## src/rtl/uart_pkg.sv

```systemverilog
// Shared types and elaboration helpers for the buffered UART transmitter.
// Also intended for a later buffered receiver.
package uart_pkg;

  typedef enum logic [1:0] {
    S_IDLE  = 2'd0,
    S_START = 2'd1,
    S_DATA  = 2'd2,
    S_STOP  = 2'd3
  } tx_state_e;

  function automatic int f_clog2(input int v);
    int r;
    r = 0;
    for (int i = 0; i < 31; i++) begin
      if ((1 << i) < v) r = i + 1;
    end
    return (r < 1) ? 1 : r;
  endfunction

  function automatic int f_baud_div(input int clk_freq,
                                    input int baud);
    return (clk_freq + baud / 2) / baud;
  endfunction

  function automatic bit f_is_pow2(input int v);
    return (v > 0) && ((v & (v - 1)) == 0);
  endfunction

endpackage

```

## src/rtl/uart_tx_fifo_sync_fifo.sv

```systemverilog
// Single-clock first-word-fall-through FIFO with registered occupancy.
// Push when full and pop when empty are ignored.
module sync_fifo
  import uart_pkg::*;
#(
  parameter int C_width = 8,
  parameter int C_depth = 16,
  localparam int C_aw   = f_clog2(C_depth)
) (
  input  logic               clk,
  input  logic               reset_n,
  input  logic               i_push,
  input  logic [C_width-1:0] i_data,
  input  logic               i_pop,
  output logic [C_width-1:0] o_data,
  output logic               o_full,
  output logic               o_empty,
  output logic [C_aw:0]      o_level
);

  logic [C_width-1:0] r_mem [C_depth];
  logic [C_aw-1:0]    r_wr_ptr;
  logic [C_aw-1:0]    r_rd_ptr;
  logic [C_aw:0]      r_level;
  logic               w_push;
  logic               w_pop;

  assign o_full  = (r_level == (C_aw+1)'(C_depth));
  assign o_empty = (r_level == '0);
  assign o_level = r_level;
  assign o_data  = r_mem[r_rd_ptr];

  assign w_push = i_push && !o_full;
  assign w_pop  = i_pop && !o_empty;

  always_ff @(posedge clk) begin
    if (w_push) r_mem[r_wr_ptr] <= i_data;
  end

  // Power-of-two depth lets the pointers wrap by plain overflow.
  always_ff @(posedge clk or negedge reset_n) begin
    if (!reset_n) begin
      r_wr_ptr <= '0;
      r_rd_ptr <= '0;
      r_level  <= '0;
    end else begin
      if (w_push) r_wr_ptr <= r_wr_ptr + 1'b1;
      if (w_pop)  r_rd_ptr <= r_rd_ptr + 1'b1;
      unique case ({w_push, w_pop})
        2'b10:   r_level <= r_level + 1'b1;
        2'b01:   r_level <= r_level - 1'b1;
        default: r_level <= r_level;
      endcase
    end
  end

endmodule

```

## src/rtl/uart_tx_fifo.sv

```systemverilog
// Buffered 8N1 UART transmitter: handshake into a FIFO, LSB-first
// serializer with a fixed integer baud divisor and back-to-back frames.
module uart_tx_fifo
  import uart_pkg::*;
#(
  parameter int C_clk_freq   = 25000000,
  parameter int C_baud       = 115200,
  parameter int C_fifo_depth = 16,
  parameter int C_stop_bits  = 1,
  localparam int C_lw        = f_clog2(C_fifo_depth) + 1
) (
  input  logic            clk,
  input  logic            reset_n,
  input  logic [7:0]      tx_data,
  input  logic            tx_valid,
  output logic            tx_ready,
  output logic            ser_tx,
  output logic            busy,
  output logic [C_lw-1:0] fifo_level
);

  localparam int C_div = f_baud_div(C_clk_freq, C_baud);
  localparam int C_cw  = f_clog2(C_div);

  if (C_div < 2) begin : g_bad_div
    $error("uart_tx_fifo: baud divisor must be at least 2");
  end
  if (!f_is_pow2(C_fifo_depth) || C_fifo_depth < 2) begin : g_bad_depth
    $error("uart_tx_fifo: FIFO depth must be a power of two >= 2");
  end
  if (C_stop_bits != 1 && C_stop_bits != 2) begin : g_bad_stop
    $error("uart_tx_fifo: stop bits must be 1 or 2");
  end

  tx_state_e       r_state;
  logic [C_cw-1:0] r_baud_cnt;
  logic [2:0]      r_bit_cnt;
  logic            r_stop_cnt;
  logic [7:0]      r_shift;
  logic            r_ser_tx;

  logic [7:0]      w_fifo_data;
  logic            w_full;
  logic            w_empty;
  logic            w_push;
  logic            w_pop;
  logic            w_baud_end;
  logic            w_stop_last;

  assign w_push      = tx_valid && !w_full;
  assign w_baud_end  = (r_baud_cnt == C_cw'(C_div - 1));
  assign w_stop_last = (r_stop_cnt == 1'(C_stop_bits - 1));

  always_comb begin
    w_pop = 1'b0;
    unique case (r_state)
      S_IDLE:  w_pop = !w_empty;
      S_STOP:  w_pop = w_baud_end && w_stop_last && !w_empty;
      default: w_pop = 1'b0;
    endcase
  end

  sync_fifo #(
    .C_width (8),
    .C_depth (C_fifo_depth)
  ) u_fifo (
    .clk     (clk),
    .reset_n (reset_n),
    .i_push  (w_push),
    .i_data  (tx_data),
    .i_pop   (w_pop),
    .o_data  (w_fifo_data),
    .o_full  (w_full),
    .o_empty (w_empty),
    .o_level (fifo_level)
  );

  always_ff @(posedge clk or negedge reset_n) begin
    if (!reset_n) begin
      r_state    <= S_IDLE;
      r_baud_cnt <= '0;
      r_bit_cnt  <= '0;
      r_stop_cnt <= 1'b0;
      r_shift    <= '0;
      r_ser_tx   <= 1'b1;
    end else begin
      unique case (r_state)
        S_IDLE: begin
          r_ser_tx   <= 1'b1;
          r_baud_cnt <= '0;
          if (!w_empty) begin
            r_shift   <= w_fifo_data;
            r_bit_cnt <= '0;
            r_ser_tx  <= 1'b0;
            r_state   <= S_START;
          end
        end
        S_START: begin
          if (w_baud_end) begin
            r_baud_cnt <= '0;
            r_ser_tx   <= r_shift[0];
            r_state    <= S_DATA;
          end else begin
            r_baud_cnt <= r_baud_cnt + 1'b1;
          end
        end
        S_DATA: begin
          if (w_baud_end) begin
            r_baud_cnt <= '0;
            if (r_bit_cnt == 3'd7) begin
              r_ser_tx   <= 1'b1;
              r_stop_cnt <= 1'b0;
              r_state    <= S_STOP;
            end else begin
              r_shift   <= {1'b0, r_shift[7:1]};
              r_ser_tx  <= r_shift[1];
              r_bit_cnt <= r_bit_cnt + 1'b1;
            end
          end else begin
            r_baud_cnt <= r_baud_cnt + 1'b1;
          end
        end
        S_STOP: begin
          if (w_baud_end) begin
            r_baud_cnt <= '0;
            if (w_stop_last) begin
              // Queued byte starts its start bit with no idle gap.
              if (!w_empty) begin
                r_shift   <= w_fifo_data;
                r_bit_cnt <= '0;
                r_ser_tx  <= 1'b0;
                r_state   <= S_START;
              end else begin
                r_state <= S_IDLE;
              end
            end else begin
              r_stop_cnt <= r_stop_cnt + 1'b1;
            end
          end else begin
            r_baud_cnt <= r_baud_cnt + 1'b1;
          end
        end
        default: r_state <= S_IDLE;
      endcase
    end
  end

  assign ser_tx   = r_ser_tx;
  assign tx_ready = !w_full;
  assign busy     = (r_state != S_IDLE) || !w_empty;

endmodule

```

## config.mk

```make
export PLATFORM = sky130hd
export DESIGN_NAME = uart_tx_fifo
export DESIGN_NICKNAME = d
export VERILOG_FILES = /design/src/rtl/uart_pkg.sv /design/src/rtl/uart_tx_fifo_sync_fifo.sv /design/src/rtl/uart_tx_fifo.sv
export SDC_FILE = /design/constraint.sdc
export NUM_CORES = 1
export LEC_CHECK = 0
export ABC_AREA = 1
export CAP_MARGIN = 30
export CORE_MARGIN = 2
export CORE_UTILIZATION = 45
export CTS_CLUSTER_DIAMETER = 120
export CTS_CLUSTER_SIZE = 8
export DETAILED_ROUTE_END_ITERATION = 8
export DONT_BUFFER_PORTS = 1
export GPL_TIMING_DRIVEN = 0
export PLACE_DENSITY = 0.69
export SETUP_SLACK_MARGIN = 0.02
export SLEW_MARGIN = 30
export SYNTH_ARGS = -nofsm -noshare
export SYNTH_HDL_FRONTEND = slang
export SYNTH_SLANG_ARGS = --single-unit
```

## constraint.sdc

```tcl
create_clock -name clk -period 3.38 [get_ports clk]
set_clock_uncertainty 0.1 [all_clocks]
set_input_delay 0.338 -clock clk [delete_from_list [all_inputs] [get_ports clk]]
set_output_delay 0.338 -clock clk [all_outputs]
set_load 0.02 [all_outputs]
```

=== After elaboration in Yosys (flattened, before gate mapping) ===
Memory sizes are Yosys's and may differ from the RTL's.
Cells that the tools add are included.

* Bits in registers: 36
* Latch bits: 0
* RAM bits: 128
* Bits in read-only memories: 0
* Bits of input ports: 11
* Output and inout port bits: 8
* Logic and storage cells: 92
* Memories: 1

{| class="wikitable"
|+ Memory list
! name !! depth !! bits a word !! read ports !! clocked after Yosys merged registers in !! wr ports !! line !! RTL
|-
| u_fifo.r_mem || 16 || 8 || 1 || 0 || 1 || uart_tx_fifo_sync_fifo.sv:21 || <nowiki>logic [C_width-1:0] r_mem [C_depth];</nowiki>
|}

* Add/sub/neg operators: 7
* Multipliers: 0
* Div/mod/pow operators: 0
* $lt $le $gt $ge: 0
* Equality and inequality tests: 16
* Shifts and indexed selects: 0
* Mux-type cells: 39
* Bitwise logic cells: 1
* Reductions and logical operators: 19

{| class="wikitable"
|+ Operator list
! operator !! count
|-
| two-way mux 8 bit || 6
|-
| case mux 8 bit (3 select lines) || 1
|-
| != test 2 bit (second input constant) || 8
|-
| case mux 8 bit (2 select lines) || 1
|-
| two-way mux 3 bit || 5
|-
| two-way mux 1 bit || 14
|-
| two-way mux 2 bit || 6
|-
| case mux 5 bit (2 select lines) || 1
|-
| AND reduction 5 bit || 2
|-
| case mux 3 bit (3 select lines) || 1
|-
| adder 4 x 1 -> 4 bit (second input constant) || 2
|-
| adder 8 x 1 -> 8 bit (second input constant) || 1
|-
| equality test 8 bit (second input constant) || 1
|-
| case mux 2 bit (4 select lines) || 1
|-
| equality test 2 bit (second input constant) || 3
|-
| AND reduction 6 bit || 1
|-
| nonzero test 2 bit || 3
|-
| adder 5 x 1 -> 5 bit (second input constant) || 1
|-
| equality test 5 bit (second input constant) || 1
|-
| logical AND 1 bit || 5
|-
| logical NOT 5 bit || 1
|-
| subtractor 5 x 1 -> 5 bit (second input constant) || 1
|-
| equality test 2 x 1 -> 1 bit (second input constant) || 2
|-
| case mux 1 bit (2 select lines) || 2
|-
| 11 further kinds || 12
|}

=== Depth between registers and ports, before layout ===
* Depth after elaboration: 7
* Mapped depth: 16
* Depth with buffers taken out: 16

=== Cells and area by module ===
From an unflattened synthesis, not the netlist that was laid out.

* Cells, all modules: 803
* Area, all modules: 7576.0 sq um

{| class="wikitable"
|+ Modules (own cells, without submodules)
! module !! instances !! cells each !! area an instance (sq um) !! sequential area each (sq um)
|-
| sync_fifo || 1 || 621 || 6233.5 || 4169.0
|-
| uart_tx_fifo || 1 || 182 || 1342.5 || 551.8
|}

=== Least setup slack after synthesis ===
OpenSTA, ideal clock, no wires.

* Path kind: register to register
* From: register r_state[0]
* To: register u_fifo.r_level[4] (netlist: u_fifo.o_level[4])
* Library setup time: 121 ps
* Arrival: 2347 ps
* Data required time: 3159 ps
* Setup slack: 812 ps
* Cell stages (with the launch flop): 13
* Path buffers: 0
* Period minus slack after synthesis: 2568 ps
* Path through: dfrtp_1 inv_1 ha_1 o211ai_1 nor2_4 ha_1 fa_1 a21oi_1 o21bai_1 a21oi_1 o21ai_0 nand2_1 nand2_1

* Longest elaborated chain between the ends: 5
* Elaborated cells between the ends (all ways): 8
* Those cells by class: eq/ne: 3; mux: 2; reduce/logical: 3

{| class="wikitable"
|+ Ends and longest elaborated chain
! item !! line !! RTL
|-
| start: declaration || uart_tx_fifo.sv:35 || <nowiki>tx_state_e r_state;</nowiki>
|-
| start signal: assignment || uart_tx_fifo.sv:80 || <nowiki>r_state <= S_IDLE;</nowiki>
|-
| start signal: assignment || uart_tx_fifo.sv:95 || <nowiki>r_state <= S_START;</nowiki>
|-
| start signal: assignment || uart_tx_fifo.sv:102 || <nowiki>r_state <= S_DATA;</nowiki>
|-
| equality test 2 bit or logical NOT 2 bit (tied branches) || uart_tx_fifo.sv:56 || <nowiki>unique case (r_state)</nowiki>
|-
| case mux 1 bit (2 select lines) * || uart_tx_fifo.sv:56 ||
|-
| logical AND 1 bit * || uart_tx_fifo_sync_fifo.sv:34 || <nowiki>assign w_pop = i_pop && !o_empty;</nowiki>
|-
| net u_fifo.w_pop || uart_tx_fifo_sync_fifo.sv:26 || <nowiki>logic w_pop;</nowiki>
|-
| equality test 2 x 1 -> 1 bit or equality test 2 bit (tied branches) || uart_tx_fifo_sync_fifo.sv:49 || <nowiki>unique case ({w_push, w_pop})</nowiki>
|-
| case mux 5 bit (2 select lines) or nonzero test 2 bit (tied branches) || n/a ||
|-
| end signal: assignment || uart_tx_fifo_sync_fifo.sv:50 || <nowiki>2'b10: r_level <= r_level + 1'b1;</nowiki>
|-
| end signal: assignment || uart_tx_fifo_sync_fifo.sv:51 || <nowiki>2'b01: r_level <= r_level - 1'b1;</nowiki>
|-
| end signal: assignment || uart_tx_fifo_sync_fifo.sv:52 || <nowiki>default: r_level <= r_level;</nowiki>
|-
| end: declaration || uart_tx_fifo_sync_fifo.sv:24 || <nowiki>logic [C_aw:0] r_level;</nowiki>
|}

The timed path passes the listed nets; every way through them passes the cells marked *.
A chain may end at the register's enable or synchronous reset.

=== Final worst setup path ===
Ends and elaborated chain as after synthesis.

==> metrics.md <==
| Metric | Value |
|---|---|
| Worst Slack Setup Final | 0.481 ns |
| Crit path from | r_state[0] |
| Clock buffer depth | 2 |
| P&R area growth vs syn | 13.1% |
| Antenna diodes | 0 |
| Share of layout cells above drive strength 1 | 0.0882 |
| Total gr overflow | 0 |
| Final hold vios | 0 |
| FF-to-FF setup slack | 0.48 ns |
| Final Slew Violations | 0 |
| RR Startpoint | r_state[0] |
| RR Endpoint | u_fifo.o_level[4] |
| Rel. slew slack | 0.410 |
| Peak VDD IR | 555 uV |
| Final Critical Period | around 2.9 ns |
| I/O pin count | 19 |
| Die footprint | 17500 um2 |
| CTS tree | done |
| CP Capture Point | u_fifo.o_level[4] |
| Fraction of registers with async set/reset | 0.215 |
| Slowest CP cell | dfrtp_1 |
| Required time of the critical path | 3.60 ns |
| Antenna violations before repair | 0 |
| Main synth FF type | edfxtp_1 |
| Fmax | roughly 340 MHz |
| Post-synth top area share | 0.519 |
| TritonRoute pass-1 iters | 5 |
| Pwr dens | approximately 860 nW/um2 |
| Largest net degree at the start of global routing | 36 |
| DR vias/cell | slightly above 5 |
| Worst r2r path cells | 13 |
| Post-Syn Area | 7410 um2 |
| Aggregate global-route resource usage | 0.196 |
| Clock latency on the worst-skew pair | roughly 0.43 ns |
| Total CTS buffers | 17 |
| Row cnt | 46 |
| Status | completed |
| P_sw | 2.77 mW |
| Worst path bufs/invs | 2 |
| Final setup viols | 0 |
| Crit. path cell count | 13 |
| Post-synth net total | 772 |
| WP data arrival | between 3 and 4 ns |
| Switching share of power | 0.382 |
| Seq pwr share | 0.375 |
| Fin Setup TNS | 0 ns |
| Post-route clock period utilization | 0.858 |
| DRC Markers | 0 |
| WL/cell | roughly 16 um |
| CP Cell Sequence | inv_1 -> ha_1 -> inv_1 -> o211ai_1 -> nor2_4 -> ha_1 -> ha_1 -> a21oi_1 -> o21bai_1 -> a21oi_1 -> o21ai_0 -> nand2_1 -> nand2_1 |
| CTS Sinks | 163 |
| Starting Density | 0.463 |
| GPL Wtd Cong | 0.831 |
| DR iter-0 viols | 464 |
| Gate Count Post-Synth | 741 |
| Clk slew on worst S/H paths | roughly 0.06 ns |
| Vias | 5131 |
| Nets@finish | 801 |
| Mapped Avg Cell Area | 10.0 um2 |
| Worst slew pin tran | a little under 0.9 ns |
| Port Buffers | 0 |
| Root Buffer | clkbuf_16 |
| Unrepaired setup endpoints after global routing | false |
| Hold WC Path Type | primary input to flip-flop |
| Flops & latches, synth | 163 |
| Cell variety after synth | 34 |
| Detailed placement HPWL | 10.8 mm |
| Static Leak | 3.59 nW |
| Comb pwr share | 0.359 |
| Clock group share of total power | 0.266 |
| Antenna-violating nets left | 0 |
| Global-route wire length before repair | 25.6 mm |
| CP max stage delay | 0.45 ns |
| Most common cell on crit path | ha_1 |
| Number of global-route vias before repair | 4786 |
| Crit Path Max Fanout | 8 |
| Internal power consumption | 4.48 mW |
| Fillers | between 1000 and 1500 |
| Chip Height | 132 um |
| Routed WL | 16.4 mm |
| Commonest non-fill, non-tap cells in the layout | 232 x nand2_1, 128 x edfxtp_1, 86 x nand3_1 |
| Setup Crit Path Kind | flip-flop to flip-flop |
| Most common cell after layout, fill and taps aside | nand2_1 |
| CP startpoint kind | flip-flop |
| Ys Warns | 0 |
| CP endpoint kind | flip-flop |
| EDFF count, synth | 128 |
| Core Region | 16000 um2 |
| Die W | 132 um |
| Synth area leaders | edfxtp_1 52%, nand2_1 12%, dfrtp_1 11% |
| Sequential element share of the synthesized area | 0.637 |
| Htree depth | 4 |
| CP delay by family, top | adder cells |
| Place WS | 0.476 ns |
| Post-CTS setup buffers | 0 |
| Dominant cell type by area after synthesis | edfxtp_1 |
| Max-cap violations | 0 |
==> layout make-up <==
cell class | count | area, um2 | share of cell area
Inverter | 86 | 323 | 0.0385
Timing Repair Buffer | 10 | 110 | 0.0131
Buffer | 28 | 150 | 0.0179
Sequential cell | 163 | 4720 | 0.563
Clock buffer | 17 | 425 | 0.0508
Multi-Input combinational cell | 464 | 2220 | 0.265
Clock inverter | 14 | 163 | 0.0194
Tap cell | 216 | 270 | 0.0323
==> power by group through the flow <==
stage | Combinational (mW) | Clock [mW] | Sequential (mW)
floorplan | 1.86 | 0 | 2.71
global placement | 2.49 | 0 | 2.75
detailed placement | 2.53 | 0 | 2.75
CTS | 2.60 | 1.94 | 2.72
global route | 2.92 | 2.03 | 2.75
finish | 2.60 | 1.93 | 2.72
==> Yosys cell counts (all sizes together) (2+ instances only) <==
cell and n:
nand4 3, o211ai 9, nand3 88, o21ai 22
clkinv 2, nand2 233, ha 19, buf 23
inv 84, a21oi 6, nor2 66, clkbuf 5
xor2 6, edfxtp 128, dfrtp 34, nor3 3
==> kinds of logic (layout without fill, tap and decap cells) <==
| kind of cell | count (synthesis) | in the layout | synth area share |
|---|---|---|---|
| buffers and inverters | 114 | 155 | 0.0638 |
| AND/OR/NAND/NOR | 397 | 397 | 0.225 |
| flip-flops | 163 | 163 | 0.637 |
| AO/OA/AOI/OAI | 40 | 40 | 0.0309 |
| XOR/XNOR | 7 | 7 | 0.00827 |
| adder cells (fa/ha/maj) | 20 | 20 | 0.0348 |
==> flip-flops by register name (all words and copies together), names as in the netlist <==
register / count
u_fifo.r_rd_ptr: 4
ser_tx: 1
r_baud_cnt: 8
u_fifo.r_mem: 128
u_fifo.o_level: 5
u_fifo.r_wr_ptr: 4
r_shift: 8
r_bit_cnt: 3
r_state: 2
==> worst min path at each step <==
stage	endpoint	startpoint	slack, ns	cells after the start
finish	u_fifo.r_wr_ptr[0]	tx_valid	0.04	2
floorplan	r_baud_cnt[0]	reset_n	-0.06	0
global placement	r_baud_cnt[2]	reset_n	-0.06	0
CTS	u_fifo.r_wr_ptr[0]	tx_valid	0.04	2
detailed placement	r_baud_cnt[2]	reset_n	-0.06	0
global route	u_fifo.r_wr_ptr[0]	tx_valid	0.06	2
==> per-stage QoR <==
| stage | instances | util | hold slack (ns) | cell area (um2) | total power [mW] |
|---|---|---|---|---|---|
| floorplan | 741 | - | -0.0576 | 7410 | 4.57 |
| global placement | 957 | 0.480 | -0.0565 | 7680 | 5.24 |
| detailed placement | 957 | 0.480 | -0.0563 | 7680 | 5.28 |
| CTS | 998 | 0.524 | 0.0388 | 8380 | 7.25 |
| global route | 998 | 0.524 | 0.0598 | 8380 | 7.71 |
| finish | 998 | 0.524 | 0.0420 | 8380 | 7.25 |
==> per-layer routing <==
| metal | wire length, um | GRT usage |
|---|---|---|
| met5 | 0 | 0 |
| met4 | 441 | 0.0872 |
| met3 | 1130 | 0.0507 |
| met2 | 8030 | 0.311 |
| met1 | 6850 | 0.254 |
==> repair_timing <==
item	in CTS	in global routing
endpoints found under the setup margin	0	0
resized for setup	0	0
hold buffers	10	0
endpoints found under the hold margin	163	0
(Power assumes the default switching activity.)
